$ cat src/rtl/debounce_pkg.sv
// Shared constants and width helpers for the switch/button debounce slice.
package debounce_pkg;

   localparam int CLK_HZ               = 100_000_000;
   // 10 us prescaler tick and 20 ms settle window at the board clock.
   localparam int DEFAULT_TICK_DIV     = CLK_HZ / 100_000;
   localparam int DEFAULT_STABLE_TICKS = 2000;

   function automatic int cnt_width(input int n);
      return $clog2(n + 1);
   endfunction

   // A divide-by-one prescaler still needs a one-bit register.
   function automatic int presc_width(input int n);
      if (n > 1) begin
         return $clog2(n);
      end else begin
         return 1;
      end
   endfunction

endpackage

$ cat src/rtl/input_debouncer_if.sv
// Pin-side levels in, conditioned levels and edge pulses out, one bit per channel.
interface input_debouncer_if #(
   parameter int N = 3
);
   logic [N-1:0] raw_in;
   logic [N-1:0] db_out;
   logic [N-1:0] rise;
   logic [N-1:0] fall;

   modport master (
      output raw_in,
      input  db_out,
      input  rise,
      input  fall
   );

   modport slave (
      input  raw_in,
      output db_out,
      output rise,
      output fall
   );
endinterface

$ cat src/rtl/debounce_channel.sv
// One debounced channel: two-flop synchronizer, tick-counted settle filter,
// accepted level register and single-cycle rise/fall pulses.
module debounce_channel
   import debounce_pkg::*;
#(
   parameter int STABLE_TICKS = DEFAULT_STABLE_TICKS,
   parameter bit RESET_VAL    = 1'b0
) (
   input  logic clk,
   input  logic reset,
   input  logic i_tick,
   input  logic i_raw,
   output logic o_level,
   output logic o_rise,
   output logic o_fall
);

   localparam int             CW       = cnt_width(STABLE_TICKS);
   localparam logic [CW-1:0]  CNT_LAST = CW'(STABLE_TICKS - 1);
   localparam logic [CW-1:0]  CNT_ZERO = {CW{1'b0}};
   localparam logic [CW-1:0]  CNT_ONE  = CW'(1);

   logic          r_s1;
   logic          r_s2;
   logic          r_level;
   logic          r_rise;
   logic          r_fall;
   logic [CW-1:0] r_cnt;

   logic          w_differ;
   logic          w_accept;
   logic [CW-1:0] w_cnt_nxt;

   // Any agreement wipes progress; the count only advances on ticks and saturates by acceptance.
   always_comb begin
      w_differ  = r_s2 ^ r_level;
      w_accept  = 1'b0;
      w_cnt_nxt = r_cnt;
      if (!w_differ) begin
         w_cnt_nxt = CNT_ZERO;
      end else if (!i_tick) begin
         w_cnt_nxt = r_cnt;
      end else if (r_cnt == CNT_LAST) begin
         w_accept  = 1'b1;
         w_cnt_nxt = CNT_ZERO;
      end else begin
         w_cnt_nxt = r_cnt + CNT_ONE;
      end
   end

   // Synchronizer, filter count, accepted level and registered edge pulses.
   always_ff @(posedge clk or posedge reset) begin
      if (reset) begin
         r_s1    <= RESET_VAL;
         r_s2    <= RESET_VAL;
         r_level <= RESET_VAL;
         r_cnt   <= CNT_ZERO;
         r_rise  <= 1'b0;
         r_fall  <= 1'b0;
      end else begin
         r_s1    <= i_raw;
         r_s2    <= r_s1;
         r_cnt   <= w_cnt_nxt;
         r_level <= w_accept ? r_s2 : r_level;
         r_rise  <= w_accept & r_s2;
         r_fall  <= w_accept & ~r_s2;
      end
   end

   assign o_level = r_level;
   assign o_rise  = r_rise;
   assign o_fall  = r_fall;

endmodule

$ cat src/rtl/input_debouncer.sv
// Board input conditioner: shared tick prescaler driving N independent debounce channels.
module input_debouncer
   import debounce_pkg::*;
#(
   parameter int N            = 3,
   parameter int TICK_DIV     = DEFAULT_TICK_DIV,
   parameter int STABLE_TICKS = DEFAULT_STABLE_TICKS,
   parameter bit RESET_VAL    = 1'b0
) (
   input  logic               clk,
   input  logic               reset,
   input_debouncer_if.slave   bus
);

   localparam int            PW         = presc_width(TICK_DIV);
   localparam logic [PW-1:0] PRESC_LAST = PW'(TICK_DIV - 1);
   localparam logic [PW-1:0] PRESC_ZERO = {PW{1'b0}};
   localparam logic [PW-1:0] PRESC_ONE  = PW'(1);

   logic [PW-1:0] r_presc;
   logic          w_tick;
   logic [N-1:0]  w_level;
   logic [N-1:0]  w_rise;
   logic [N-1:0]  w_fall;

   // With TICK_DIV of one the counter sits at zero and every cycle is a tick.
   assign w_tick = (r_presc == PRESC_LAST);

   // Free-running prescaler, wraps after the tick cycle.
   always_ff @(posedge clk or posedge reset) begin
      if (reset) begin
         r_presc <= PRESC_ZERO;
      end else if (w_tick) begin
         r_presc <= PRESC_ZERO;
      end else begin
         r_presc <= r_presc + PRESC_ONE;
      end
   end

   for (genvar g = 0; g < N; g++) begin : g_chan
      debounce_channel #(
         .STABLE_TICKS (STABLE_TICKS),
         .RESET_VAL    (RESET_VAL)
      ) u_chan (
         .clk     (clk),
         .reset   (reset),
         .i_tick  (w_tick),
         .i_raw   (bus.raw_in[g]),
         .o_level (w_level[g]),
         .o_rise  (w_rise[g]),
         .o_fall  (w_fall[g])
      );
   end

   assign bus.db_out = w_level;
   assign bus.rise   = w_rise;
   assign bus.fall   = w_fall;

endmodule

$ cat src/flat_wrapper.sv
// flat-port wrapper written by rule: the top's interface ports become plain ports
module input_debouncer_flat import debounce_pkg::*;
#(
   parameter int N            = 3,
   parameter int TICK_DIV     = DEFAULT_TICK_DIV,
   parameter int STABLE_TICKS = DEFAULT_STABLE_TICKS,
   parameter bit RESET_VAL    = 1'b0
)
  (clk, reset, bus_raw_in, bus_db_out, bus_rise, bus_fall);
  input_debouncer_if #(.N(N)) bus_i ();
  input  logic clk;
  input  logic reset;
  input wire logic [$bits(bus_i.raw_in)-1:0] bus_raw_in;
  output wire logic [$bits(bus_i.db_out)-1:0] bus_db_out;
  output wire logic [$bits(bus_i.rise)-1:0] bus_rise;
  output wire logic [$bits(bus_i.fall)-1:0] bus_fall;
  assign bus_i.raw_in = bus_raw_in;
  assign bus_db_out = bus_i.db_out;
  assign bus_rise = bus_i.rise;
  assign bus_fall = bus_i.fall;
  input_debouncer #(.N(N), .TICK_DIV(TICK_DIV), .STABLE_TICKS(STABLE_TICKS), .RESET_VAL(RESET_VAL)) u_core (.clk(clk), .reset(reset), .bus(bus_i));
endmodule
$ cat config.mk
export PLATFORM = sky130hd
export DESIGN_NAME = input_debouncer_flat
export DESIGN_NICKNAME = d
export VERILOG_FILES = /design/src/rtl/debounce_pkg.sv /design/src/rtl/input_debouncer_if.sv /design/src/rtl/debounce_channel.sv /design/src/rtl/input_debouncer.sv /design/src/flat_wrapper.sv
export SDC_FILE = /design/constraint.sdc
export NUM_CORES = 1
export LEC_CHECK = 0
export CAP_MARGIN = 20
export CORE_UTILIZATION = 58
export CTS_CLUSTER_DIAMETER = 50
export DETAILED_ROUTE_END_ITERATION = 12
export PLACE_DENSITY_LB_ADDON = 0.3
export SYNTH_ARGS = -nofsm -noshare
export SYNTH_HDL_FRONTEND = slang
export SYNTH_HIERARCHICAL = 1
export SYNTH_SLANG_ARGS = --single-unit
$ cat constraint.sdc
create_clock -name clk -period 2.85 [get_ports clk]
set_input_delay 0.4275 -clock clk [delete_from_list [all_inputs] [get_ports clk]]
set_output_delay 0.4275 -clock clk [all_outputs]
set_load 0.02 [all_outputs]
* Yosys cells after proc, flatten, opt, wreduce, memory -nomap -nowiden
Cells that the tools add are included.
** Word-level totals
- Input bits :: 5
- Logic and storage cells :: 61
- Register bits :: 58
- Output and inout port bits :: 9
** Cells by class
- Multiplexer cells :: 19
- $add $sub $neg :: 4
- Bitwise gates (word level) :: 12
- Equal/unequal tests :: 7
** Operators by type and width (number)
- two-way mux 11 bit :: 9
- adder 11 x 1 -> 11 bit, second input constant :: 3
- equality test 11 bit, second input constant :: 3
- adder 10 x 1 -> 10 bit, second input constant :: 1
- equality test 10 bit, second input constant :: 1
- two-way mux 10 bit :: 1
- two-way mux 1 bit :: 9
- bitwise AND 1 bit :: 6
- != test 2 x 1 -> 1 bit, second input constant :: 2
- NOT 1 bit :: 3
- bitwise XOR 1 bit :: 3
- != test 2 bit, second input constant :: 1

* Logic depth before layout (Yosys ltp)
Gate-level depths: netlist of run 1.
- Depth after elaboration :: 5
- Mapped depth :: 10
- Gate-level depth less buffers :: 8

* By module
The synthesis of run 1 kept the hierarchy.
** Modules (own cells, without submodules)
- debounce_channel (u_core.g_chan[0].u_chan ...) :: sequential area each 400.4 um2, area an instance 808.3 um2, instances 2, cells each 71
- debounce_channel (u_core.g_chan[1].u_chan) :: sequential area each 400.4 um2, area an instance 787.0 um2, instances 1, cells each 74
- input_debouncer :: sequential area each 250.2 um2, area an instance 506.7 um2, instances 1, cells each 47

* Worst setup path after synthesis of run 1
OpenSTA, ideal clock, no wires.
- Kind :: reg-to-reg
- Start :: register u_core.r_presc[0]
- End :: register u_core.g_chan[0].u_chan.r_cnt[7]
- Data arrival time :: 2350 ps
- Cell stages (with the launch flop) :: 11
- Library setup time :: 82 ps
- Slack :: 419 ps
- Cell sequence :: dfrtp_1 > ha_1 > nand2_2 > nor4b_4 > and3_1 > buf_6 > clkbuf_1 > inv_1 > a311oi_4 > a41oi_1 > a31oi_1
** Between the ends
- Word-level cells in the longest chain between the ends :: 2
** RTL lines
- from (decl) :: RTL line input_debouncer.sv:20 : logic [PW-1:0] r_presc;
- from (signal assigned) :: RTL line input_debouncer.sv:36 : r_presc <= r_presc + PRESC_ONE;
- equality test 10 bit :: RTL line input_debouncer.sv:27 : assign w_tick = (r_presc == PRESC_LAST);
- named net u_core.w_tick :: RTL line input_debouncer.sv:21 : logic w_tick;
- != test 2 bit (no source line)
- to (signal assigned) :: RTL line debounce_channel.sv:63 : r_cnt <= w_cnt_nxt;
- to (decl) :: RTL line debounce_channel.sv:28 : logic [CW-1:0] r_cnt;
The timed path passes the listed nets, and every way through them passes these cells.
A chain may end at the register's enable or synchronous reset.

* Worst setup path in the final report of run 1
- Start :: register u_core.r_presc[0]
- End :: register u_core.g_chan[0].u_chan.r_cnt[10]
** Between the ends
- Word-level cells in the longest chain between the ends :: 2
** RTL lines (RTL line)
- equality test 10 bit :: input_debouncer.sv:27
- != test 2 bit (no source line)
Every way passes these cells.

==> results.tsv, run 1 <==
stage	metric	value	unit
sta	Max Clk Rate	393	MHz
clocking	clk_lat worst skew	340	ps
setup_path	WP data required	3100	ps
synth	Mapped Area	2910	µm²
sta	clock period minus worst slack	2550	ps
clocking	TritonCTS clock tree	done	
clocking	number of buffers created by CTS	9	
synth	post-synthesis cell count	263	
clocking	post-CTS setup buffer count	0	
synth	Synth Warn #	6	
clocking	CTS max path bufs	2	
sta	Setup violations, final	0	
die	Die W	72.8	µm
worst_hold_path	hold crit path type	reg -> reg	
sta	RSZ-0062 raised after global routing	no	
synth	synth top area cells	dfrtp_1, xor2_1, nor2_1	
placed_design	IO buf count	13	
grt	grt total ovfl	0	
die	Die Y	72.8	µm
run	Max Cap Viol	0	
synth	Netlist cell types	49	
grt	initial antenna violation count	0	
setup_path	worst-path cell chain	ha_1 -> nand2_2 -> nor4b_4 -> and3_1 -> inv_1 -> a311oi_4 -> a41oi_1 -> a31oi_1	
sta	Final Skew	7.97	ps
placed_design	Post-DP HPWL	3610	µm
setup_path	R2R setup slack	300	ps
clocking	root buffer selected by CTS	clkbuf_8	
setup_path	CP Capture Type	flop	
die	die area	5300	µm²
setup_path	kind of critical path	reg -> reg	
layout	Ant. Diodes	0	
drt	initial drt markers	133	
worst_hold_path	Worst Hold Depth	0	
grt	gr usage total	24.1	%
synth	ys async rst share	100	%
drt	DRT Wirelength	5520	µm
drt	Post-DRT Antenna Nets	0	
synth	Post-synth EDFFs	0	
layout	commonest non-fill, non-tap cells in the layout	dfrtp_1, nor2_1, xor2_1	
synth	most area-hungry cell type in the Yosys netlist	dfrtp_1	
setup_path	Worst EP arrival	2800	ps
worst_hold_path	HP Start	u_core/g_chan[2].u_chan/r_s1	
synth	register area share after synthesis	49.9	%
setup_path	highest-delay cell along the critical path	a311oi_4	
sta	total negative slack	0	ps
placed_design	GP Congestion	0.834	
layout	Net count, final	290	
sta	slew of the pin with the lowest slew margin	630	ps
sta	fin. max-slew vios	0	
layout	layout cells sized above 1	16.1	%
layout	most common cell after layout, fill and taps aside	dfrtp_1	
drt	drt drc	0	
synth	top-area cell type share of the netlist area	49.9	%
grt	largest net degree at the start of global routing	17	
synth	average cell area after synthesis	11.1	µm²
setup_path	max incr delay on CP	440	ps
grt	first-pass GRT wire length	9600	µm
synth	Synth Flop Type	dfrtp_1	
die	I/O pin count	14	
drt	WL/cell	15.6	µm
die	Site Rows	25	
clocking	htree depth	3	
power	Leak	1.46	nW
setup_path	crit path max fanout	10	
die	initial core utilization	60.8	%
grt	number of global-route vias before repair	2032	
layout	Area Overhead vs Synth	13.8	%
drt	Via density	6.01	
setup_path	FF-to-FF path depth	8	
drt	drt pass-1 iters	4	
clocking	# hold bufs at CTS	0	
setup_path	Worst setup SP type	flop	
clocking	post-cts sizing count	0	
die	Core Area	4790	µm²
power	power per cell area	515	nW/µm²
clocking	CTS sink count	58	
power	Worst VDD drop	0.335	mV
worst_hold_path	worst hold endpoint	u_core/g_chan[2].u_chan/r_s2	
setup_path	Reg-to-Reg End	u_core/g_chan[0].u_chan/r_cnt[10]	
drt	DR vias	2123	
sta	Tcrit/Tclk final	89.4	%
synth	Seq cells post-synth	58	
clocking	Reg clk slew, reported paths	70	ps
synth	Synthesized Nets	272	
setup_path	reg2reg start	u_core/r_presc[0]	
sta	Slew Limit Headroom	57.9	%
outcome	status	finished clean	
layout	fin util	69.2	%
sta	final hold vios	0	
==> how the worst max path moves through the flow <==
stage / from / endpoint / slack [ps] / cells past startpoint
6_report: u_core/r_presc[0] / u_core/g_chan[0].u_chan/r_cnt[10] / 300 / 8
5_1_grt: u_core/r_presc[0] / u_core/g_chan[0].u_chan/r_cnt[10] / 100 / 8
4_1_cts: u_core/r_presc[0] / u_core/g_chan[0].u_chan/r_cnt[7] / 330 / 8
3_5_place_dp: u_core/r_presc[0] / u_core/g_chan[0].u_chan/r_cnt[10] / 370 / 8
3_3_place_gp: u_core/r_presc[0] / u_core/g_chan[0].u_chan/r_cnt[9] / 490 / 8
2_1_floorplan: u_core/r_presc[0] / u_core/g_chan[0].u_chan/r_cnt[7] / 420 / 10
==> critical path: cells and delay by family, from the launching register on <==
kind	cells	cell delay (ps)
flops	1	420
buf+inv	1	160
fa+ha+maj	1	240
simple gates	3	820
compound gates	3	820
==> final cells by class <==
| type | instances | area [µm²] |
|---|---|---|
| inverter | 10 | 37.5 |
| clock inverter | 7 | 93.8 |
| clock buffer | 9 | 124 |
| timing repair buffer | 15 | 145 |
| multi-input combinational | 187 | 1380 |
| tap | 67 | 83.8 |
| fill | 383 | 1480 |
| sequential | 58 | 1450 |
==> flip-flops by register name, summed over array words and instances, names as in the netlist <==
signal,count
u_core/g_chan.u_chan/r_s2,3
u_core/g_chan.u_chan/r_cnt,33
u_core/r_presc,10
u_core/g_chan.u_chan/o_rise,3
u_core/g_chan.u_chan/r_s1,3
u_core/g_chan.u_chan/o_level,3
u_core/g_chan.u_chan/o_fall,3
==> cell families after synthesis <==
group / Yosys count / share of synthesized area (%)
xor gates and xnor gates: 23 / 7.70
muxes: 5 / 1.93
AOI/OAI and AO/OA: 51 / 14.3
buffers and inverters: 18 / 2.88
adders and majority gates: 4 / 1.72
DFF: 58 / 49.9
and+or+nand+nor: 104 / 21.6
==> through the flow <==
step	hold slack [ps]	power, W	worst slack [ps]	area, µm²	instances
finish	350	0.00171	303	3310	353
CTS	354	0.00173	326	3310	353
global route	365	0.00177	96.9	3310	353
global placement	332	0.000890	495	3090	337
floorplan	268	0.000876	419	2910	263
detailed placement	337	0.000891	370	3090	337
==> report_power, final <==
part | leakage (nW) | switching, W | total [W] | internal, W
clock | 0.105 | 0.000340 | 0.000830 | 0.000490
combinational | 0.573 | 0.0000310 | 0.0000439 | 0.0000129
sequential | 0.782 | 0.00000384 | 0.000831 | 0.000827
total | 1.46 | 0.000375 | 0.00171 | 0.00133
==> Yosys cell counts, drive strengths merged (2+ instances only) <==
master   count
a41oi        6
a22o         4
or2          3
o211ai       8
a311oi       2
a21o         4
a21oi        2
inv         10
nand4        8
or3          2
and2         7
and3         8
o2111ai      5
xor2        17
nand2       13
and4bb       3
and2b        2
and4         6
or4b         2
dfrtp       58
buf          6
mux2         5
clkbuf       2
nor2        29
a31oi        9
nand3       14
xnor2        6
ha           4
nor3b        2
o21ai        7
==> per-layer routing <==
| layer | GRT usage (%) | part of all wire [%] | up-vias |
|---|---|---|---|
| met5 | 0 | 0 | - |
| met4 | 7.84 | 1.4 | 0 |
| met3 | 7.46 | 4.6 | 9 |
| met2 | 35.6 | 48 | 73 |
| met1 | 34.1 | 46 | 1039 |
| li1 | - | - | 1002 |
No activity file was read; power rests on OpenSTA's default activity.
==> run 2: changes to the inputs <==
--- a/config.mk
+++ b/config.mk
@@ -6,8 +6,9 @@
 export NUM_CORES = 1
 export LEC_CHECK = 0
 export CAP_MARGIN = 20
-export CORE_UTILIZATION = 58
+export CORE_UTILIZATION = 35
 export CTS_CLUSTER_DIAMETER = 50
+export CTS_CLUSTER_SIZE = 16
 export DETAILED_ROUTE_END_ITERATION = 12
 export PLACE_DENSITY_LB_ADDON = 0.3
 export SYNTH_ARGS = -nofsm -noshare
==> run 2 against run 1 <==
Non-clock buffer count grew 1. Global-route usage shrank 11 points. Sequential share of layout area shrank 0.60 points. Worst hold slack gained 3.6 ps. Register-to-register slack gained 160 ps. Setup slack gained 160 ps. Clock-buffer cell count grew 2. Critical endpoint is now u_core/g_chan[1].u_chan/r_cnt[7]. Largest power group unchanged.
==> results.tsv, run 2 (synthesized netlist as in run 1, its figures left out) <==
stage	metric	value	unit	change
layout	Multi-input gate area	1380	µm²	unchanged
die	Die W	93.2	µm	was 72.8 µm
layout	most common cell after layout, fill and taps aside	dfrtp_1		unchanged
setup_path	critical path's top delay family	simple AND/OR/NAND/NOR gates		unchanged
drt	drt pass-1 iters	4		unchanged
setup_path	CP Buf/Inv Count	2		was 1
drt	DRT Wirelength	5230	µm	was 5520 µm
sta	Setup violations, final	0		unchanged
grt	GR peak layer	met2		unchanged
setup_path	WP data required	3110	ps	was 3100 ps
sta	Slew Limit Headroom	58.4	%	was 57.9%
sta	final hold vios	0		unchanged
clocking	Reg clk slew, reported paths	70	ps	about the same
outcome	status	finished clean		unchanged
drt	DR vias	2055		was 2123
clocking	post-cts sizing count	0		unchanged
layout	max FFs per register	33		unchanged
die	Core Area	7890	µm²	was 4790 µm²
placed_design	placed inst area	3140	µm²	was 3090 µm²
layout	largest register by flop count	u_core/g_chan.u_chan/r_cnt		unchanged
sta	Max Clk Rate	420	MHz	was 393 MHz
die	initial core utilization	36.9	%	was 60.8%
run	Max Cap Viol	0		unchanged
grt	first-pass GRT wire length	9210	µm	was 9600 µm
sta	total negative slack	0	ps	unchanged
grt	gr usage total	13.6	%	was 24.1%
layout	final instance area	3360	µm²	was 3310 µm²
setup_path	Worst EP arrival	2640	ps	was 2800 ps
setup_path	FF-to-FF path depth	9		was 8
layout	commonest non-fill, non-tap cells in the layout	dfrtp_1, nor2_1, xor2_1		unchanged
sta	Final Skew	8.39	ps	was 7.97 ps
grt	largest net degree at the start of global routing	17		unchanged
setup_path	Worst setup SP type	flop		unchanged
sta	fin. max-slew vios	0		unchanged
grt	met2 Track Usage GR	20.5	%	was 35.6%
setup_path	kind of critical path	reg -> reg		unchanged
clocking	# hold bufs at CTS	0		unchanged
layout	fin cells	389		was 353
layout	fin util	42.6	%	was 69.2%
grt	number of global-route vias before repair	1963		was 2032
power	Leak	1.46	nW	about the same
sta	slew of the pin with the lowest slew margin	623	ps	was 630 ps
layout	layout cells sized above 1	16.4	%	was 16.1%
grt	GR Util met1	18.0	%	was 34.1%
drt	Via density	5.28		was 6.01
clocking	htree depth	3		unchanged
die	Die Y	93.2	µm	was 72.8 µm
power	Worst VDD drop	0.339	mV	was 0.335 mV
clocking	post-CTS setup buffer count	0		unchanged
placed_design	Place WS	472	ps	was 370 ps
setup_path	CP Depth	9		was 8
clocking	number of buffers created by CTS	9		unchanged
worst_hold_path	Worst Hold Depth	0		unchanged
sta	clock period minus worst slack	2380	ps	was 2550 ps
drt	WL/cell	13.4	µm	was 15.6 µm
grt	initial antenna violation count	0		unchanged
placed_design	Post-DP HPWL	3610	µm	about the same
die	die area	8680	µm²	was 5300 µm²
layout	biggest regs	u_core/g_chan.u_chan/r_cnt (33), u_core/r_presc (10)		unchanged
clocking	CTS max path bufs	2		unchanged
layout	sequential standard cell area	1450	µm²	unchanged
drt	initial drt markers	49		was 133
setup_path	highest-delay cell along the critical path	dfrtp_1		was a311oi_4
grt	grt total ovfl	0		unchanged
layout	Net count, final	291		was 290
power	power per cell area	496	nW/µm²	was 515 nW/µm²
setup_path	max incr delay on CP	420	ps	was 440 ps
drt	Post-DRT Antenna Nets	0		unchanged
setup_path	worst-path cell chain	ha_1 -> nand2_2 -> nor4b_4 -> and3_1 -> buf_4 -> inv_1 -> nor2_1 -> a31oi_1 -> o21ai_0		was ha_1 -> nand2_2 -> nor4b_4 -> and3_1 -> inv_1 -> a311oi_4 -> a41oi_1 -> a31oi_1
sta	RSZ-0062 raised after global routing	no		unchanged
layout	Ant. Diodes	0		unchanged
layout	Area Overhead vs Synth	15.3	%	was 13.8%
grt	grt met3 use	4.63	%	was 7.46%
clocking	TritonCTS clock tree	done		unchanged
placed_design	IO buf count	13		unchanged
worst_hold_path	hold crit path type	reg -> reg		unchanged
placed_design	GP Congestion	0.729		was 0.834
drt	drt drc	0		unchanged
clocking	root buffer selected by CTS	clkbuf_8		unchanged
placed_design	dpl cells	373		was 337
clocking	clk_lat worst skew	340	ps	about the same
die	I/O pin count	14		unchanged
sta	Tcrit/Tclk final	83.6	%	was 89.4%
die	Site Rows	32		was 25
setup_path	crit path max fanout	8		was 10
setup_path	CP Capture Type	flop		unchanged
layout	# fillers	756		was 383
clocking	CTS sink count	58		unchanged
sta	setup ws final	466	ps	was 303 ps
-- run 2: changes by cell type in the layout (fill, tap and decap cells not counted), sizes merged --
cell	delta
bufinv	-1
inv	+1
clkinvlp	+1
buf	+1
clkbuf	+2
clkinv	-3
-- run 2: per-stage QoR --
step	hold slack, ps	power [W]
2_1_floorplan	268	0.000876
3_3_place_gp	336	0.000892
3_5_place_dp	335	0.000892
4_1_cts	358	0.00170
5_1_grt	366	0.00173
6_report	354	0.00166
-- run 2: report_power, final --
group / leakage, nW / internal [W] / switching (W)
sequential: 0.782 / 0.000827 / 0.00000346
clock: 0.0982 / 0.000454 / 0.000335
combinational: 0.578 / 0.0000129 / 0.0000311
total: 1.46 / 0.00129 / 0.000369
-- run 2: cell type report --
cell class / count / share of cell area (%)
Sequential cell: 58 / 43.2
Inverter: 10 / 1.12
Clock buffer: 11 / 4.51
Clock inverter: 5 / 1.83
Tap cell: 102 / 3.80
Timing Repair Buffer: 16 / 4.55
Multi-Input combinational cell: 187 / 41.0
-- run 2: layer usage --
layer / part of all wire, % / vias to the layer above
met5: 0 / -
met4: 1.1 / 0
met3: 4.6 / 5
met2: 45 / 42
met1: 49 / 1006
li1: - / 1002
-- run 2: worst paths after layout --
path                                                   start                          endpoint  slack [ps]
worst max-delay path                       u_core/r_presc[0]  u_core/g_chan[1].u_chan/r_cnt[7]         470
max in group asynchronous                              reset  u_core/g_chan[0].u_chan/r_cnt[1]        1850
worst min register to register  u_core/g_chan[1].u_chan/r_s1      u_core/g_chan[1].u_chan/r_s2         350
min in group asynchronous                              reset                 u_core/r_presc[6]         490
worst min-delay path            u_core/g_chan[1].u_chan/r_s1      u_core/g_chan[1].u_chan/r_s2         350
worst max register to register             u_core/r_presc[0]  u_core/g_chan[1].u_chan/r_cnt[7]         470
==> run 3: changes to the inputs <==
==> constraint.sdc (replaced) <==
create_clock -name clk -period 1.9 [get_ports clk]
set_input_delay 0.285 -clock clk [delete_from_list [all_inputs] [get_ports clk]]
set_output_delay 0.285 -clock clk [all_outputs]
set_load 0.02 [all_outputs]
==> run 3 against run 2 <==
The run now ends with setup timing left. Register-to-register slack got worse by 560 ps. Utilization increased by 5.0 points. Combinational power grew 75%. Cell count up 10%. Highest routed layer unchanged.
==> results.tsv, run 3 (synthesized netlist as in run 1, its figures left out) <==
stage	metric	value	unit	change
outcome	status	finished, violations left		was finished clean
outcome	failing checks	setup timing		
setup_path	worst-path cell chain	ha_4 -> nand2_4 -> nor4b_4 -> and3_4 -> buf_12 -> inv_6 -> a311oi_4 -> buf_6 -> a41oi_1 -> a31oi_1		was ha_1 -> nand2_2 -> nor4b_4 -> and3_1 -> buf_4 -> inv_1 -> nor2_1 -> a31oi_1 -> o21ai_0
drt	DRT Wirelength	5840	µm	was 5230 µm
layout	biggest regs	u_core/g_chan.u_chan/r_cnt (33), u_core/r_presc (10)		unchanged
sta	Final Skew	13.5	ps	was 8.39 ps
grt	largest net degree at the start of global routing	17		unchanged
die	initial core utilization	36.9	%	unchanged
grt	first-pass GRT wire length	10100	µm	was 9210 µm
drt	drt drc	0		unchanged
layout	Net count, final	332		was 291
placed_design	placed inst area	3400	µm²	was 3140 µm²
drt	WL/cell	13.6	µm	was 13.4 µm
setup_path	Worst EP arrival	2260	ps	was 2640 ps
placed_design	Post-DP HPWL	3860	µm	was 3610 µm
sta	Tcrit/Tclk final	105	%	was 83.6%
drt	Via density	5.10		was 5.28
sta	Max Clk Rate	502	MHz	was 420 MHz
layout	Area Overhead vs Synth	29.0	%	was 15.3%
sta	setup ws final	-92.9	ps	was 466 ps
sta	slew of the pin with the lowest slew margin	606	ps	was 623 ps
layout	layout cells sized above 1	29.4	%	was 16.4%
run	Max Cap Viol	0		unchanged
die	Core Area	7890	µm²	unchanged
clocking	clk_lat worst skew	350	ps	was 340 ps
clocking	# hold bufs at CTS	0		unchanged
sta	fin. max-slew vios	0		unchanged
clocking	root buffer selected by CTS	clkbuf_8		unchanged
setup_path	max incr delay on CP	400	ps	was 420 ps
setup_path	kind of critical path	reg -> reg		unchanged
die	I/O pin count	14		unchanged
layout	fin cells	429		was 389
power	Worst VDD drop	0.339	mV	about the same
setup_path	highest-delay cell along the critical path	dfrtp_1		unchanged
sta	RSZ-0062 raised after global routing	yes		was no
setup_path	WP data required	2170	ps	was 3110 ps
drt	Post-DRT Antenna Nets	0		unchanged
die	Site Rows	32		unchanged
power	Total Power	0.00244	W	was 0.00166 W
die	Die W	93.2	µm	unchanged
layout	largest register by flop count	u_core/g_chan.u_chan/r_cnt		unchanged
die	Die Y	93.2	µm	unchanged
layout	commonest non-fill, non-tap cells in the layout	dfrtp_1, buf_4, nor2_1		was dfrtp_1, nor2_1, xor2_1
grt	gr usage total	15.1	%	was 13.6%
drt	initial drt markers	64		was 49
worst_hold_path	hold crit path type	in -> async		was reg -> reg
setup_path	Worst setup SP type	flop		unchanged
clocking	CTS max path bufs	2		unchanged
clocking	Reg clk slew, reported paths	70	ps	about the same
layout	fin util	47.6	%	was 42.6%
sta	Setup violations, final	15		was 0
power	power per cell area	649	nW/µm²	was 496 nW/µm²
layout	max FFs per register	33		unchanged
layout	Ant. Diodes	0		unchanged
drt	DR vias	2186		was 2055
grt	initial antenna violation count	0		unchanged
grt	number of global-route vias before repair	2165		was 1963
power	Leak	1.68	nW	was 1.46 nW
placed_design	GP Congestion	0.794		was 0.729
sta	Slew Limit Headroom	59.5	%	was 58.4%
clocking	CTS sink count	58		unchanged
drt	drt pass-1 iters	4		unchanged
sta	clock period minus worst slack	1990	ps	was 2380 ps
clocking	htree depth	3		unchanged
sta	final hold vios	0		unchanged
placed_design	Place WS	-239	ps	was 472 ps
clocking	number of buffers created by CTS	9		unchanged
die	die area	8680	µm²	unchanged
placed_design	dpl cells	404		was 373
clocking	TritonCTS clock tree	done		unchanged
placed_design	IO buf count	13		unchanged
layout	most common cell after layout, fill and taps aside	dfrtp_1		unchanged
setup_path	CP Capture Type	flop		unchanged
grt	grt total ovfl	0		unchanged
setup_path	crit path max fanout	8		unchanged
layout	final instance area	3750	µm²	was 3360 µm²
## run 3: changes by cell type in the layout (fill, tap and decap cells not counted), moves of 2 or more
cell	before	now
o21ai_0	7	5
buf_4	3	37
clkinvlp_4	3	0
inv_1	10	8
clkinv_2	0	2
mux2_4	0	2
buf_6	0	6
a41oi_2	0	4
a41oi_1	6	2
o21ai_1	0	2
clkbuf_1	0	2
## run 3: per-layer routing
metal,track usage (%),up-vias,wire (µm)
met2,23.7,21,2800
met5,0,-,0
met1,18.7,1068,2760
met3,3.66,9,131
met4,9.36,0,148
li1,-,1088,-
## run 3: final timing paths
| kind | slack, ps | depth (start not counted) | start | to |
|---|---|---|---|---|
| worst max-delay path | -90 | 10 | u_core/r_presc[1] | u_core/g_chan[0].u_chan/r_cnt[7] |
| max in group asynchronous | 1080 | 2 | reset | u_core/g_chan[2].u_chan/r_cnt[4] |
| worst max register to register | -90 | 10 | u_core/r_presc[1] | u_core/g_chan[0].u_chan/r_cnt[7] |
| worst min-delay path | 330 | 2 | reset | u_core/r_presc[9] |
| worst min register to register | 350 | 0 | u_core/g_chan[0].u_chan/r_s1 | u_core/g_chan[0].u_chan/r_s2 |
| min in group clk | 350 | 0 | u_core/g_chan[0].u_chan/r_s1 | u_core/g_chan[0].u_chan/r_s2 |
## run 3: metrics by stage
stage,hold slack [ps],TNS (ps)
after global routing,354,-2370
after global placement,332,-1820
after CTS,350,-226
after floorplan,125,-4710
final,329,-725
after detailed placement,335,-2530
## run 3: layout make-up
class | count | area [µm²]
Sequential cell | 58 | 1450
Fill cell | 701 | 4130
Multi-Input combinational cell | 187 | 1450
Clock inverter | 3 | 40.0
Tap cell | 102 | 128
Clock buffer | 12 | 145
Timing Repair Buffer | 57 | 495
Inverter | 10 | 45.0
## run 3: report_power, final
part           switching, W  leakage [nW]  internal [W]   total, W
logic             0.0000485         0.806     0.0000287  0.0000772
registers        0.00000615         0.782       0.00124    0.00125
clock network      0.000480        0.0962      0.000630    0.00111
## run 3: worst max-delay path: cells and delay by family, from the launching register on
| family | cells | cell delay [ps] |
|---|---|---|
| adders and majority gates | 1 | 180 |
| DFF | 1 | 400 |
| AOI/OAI and AO/OA | 3 | 500 |
| buffers and inverters | 3 | 310 |
| and+or+nand+nor | 3 | 510 |
## run 3: timing repair
action,4_1_cts,5_1_grt
gates resized for setup,8,9
endpoints found under the setup margin,18,29
pin swaps,6,7
buffers inserted,6,4
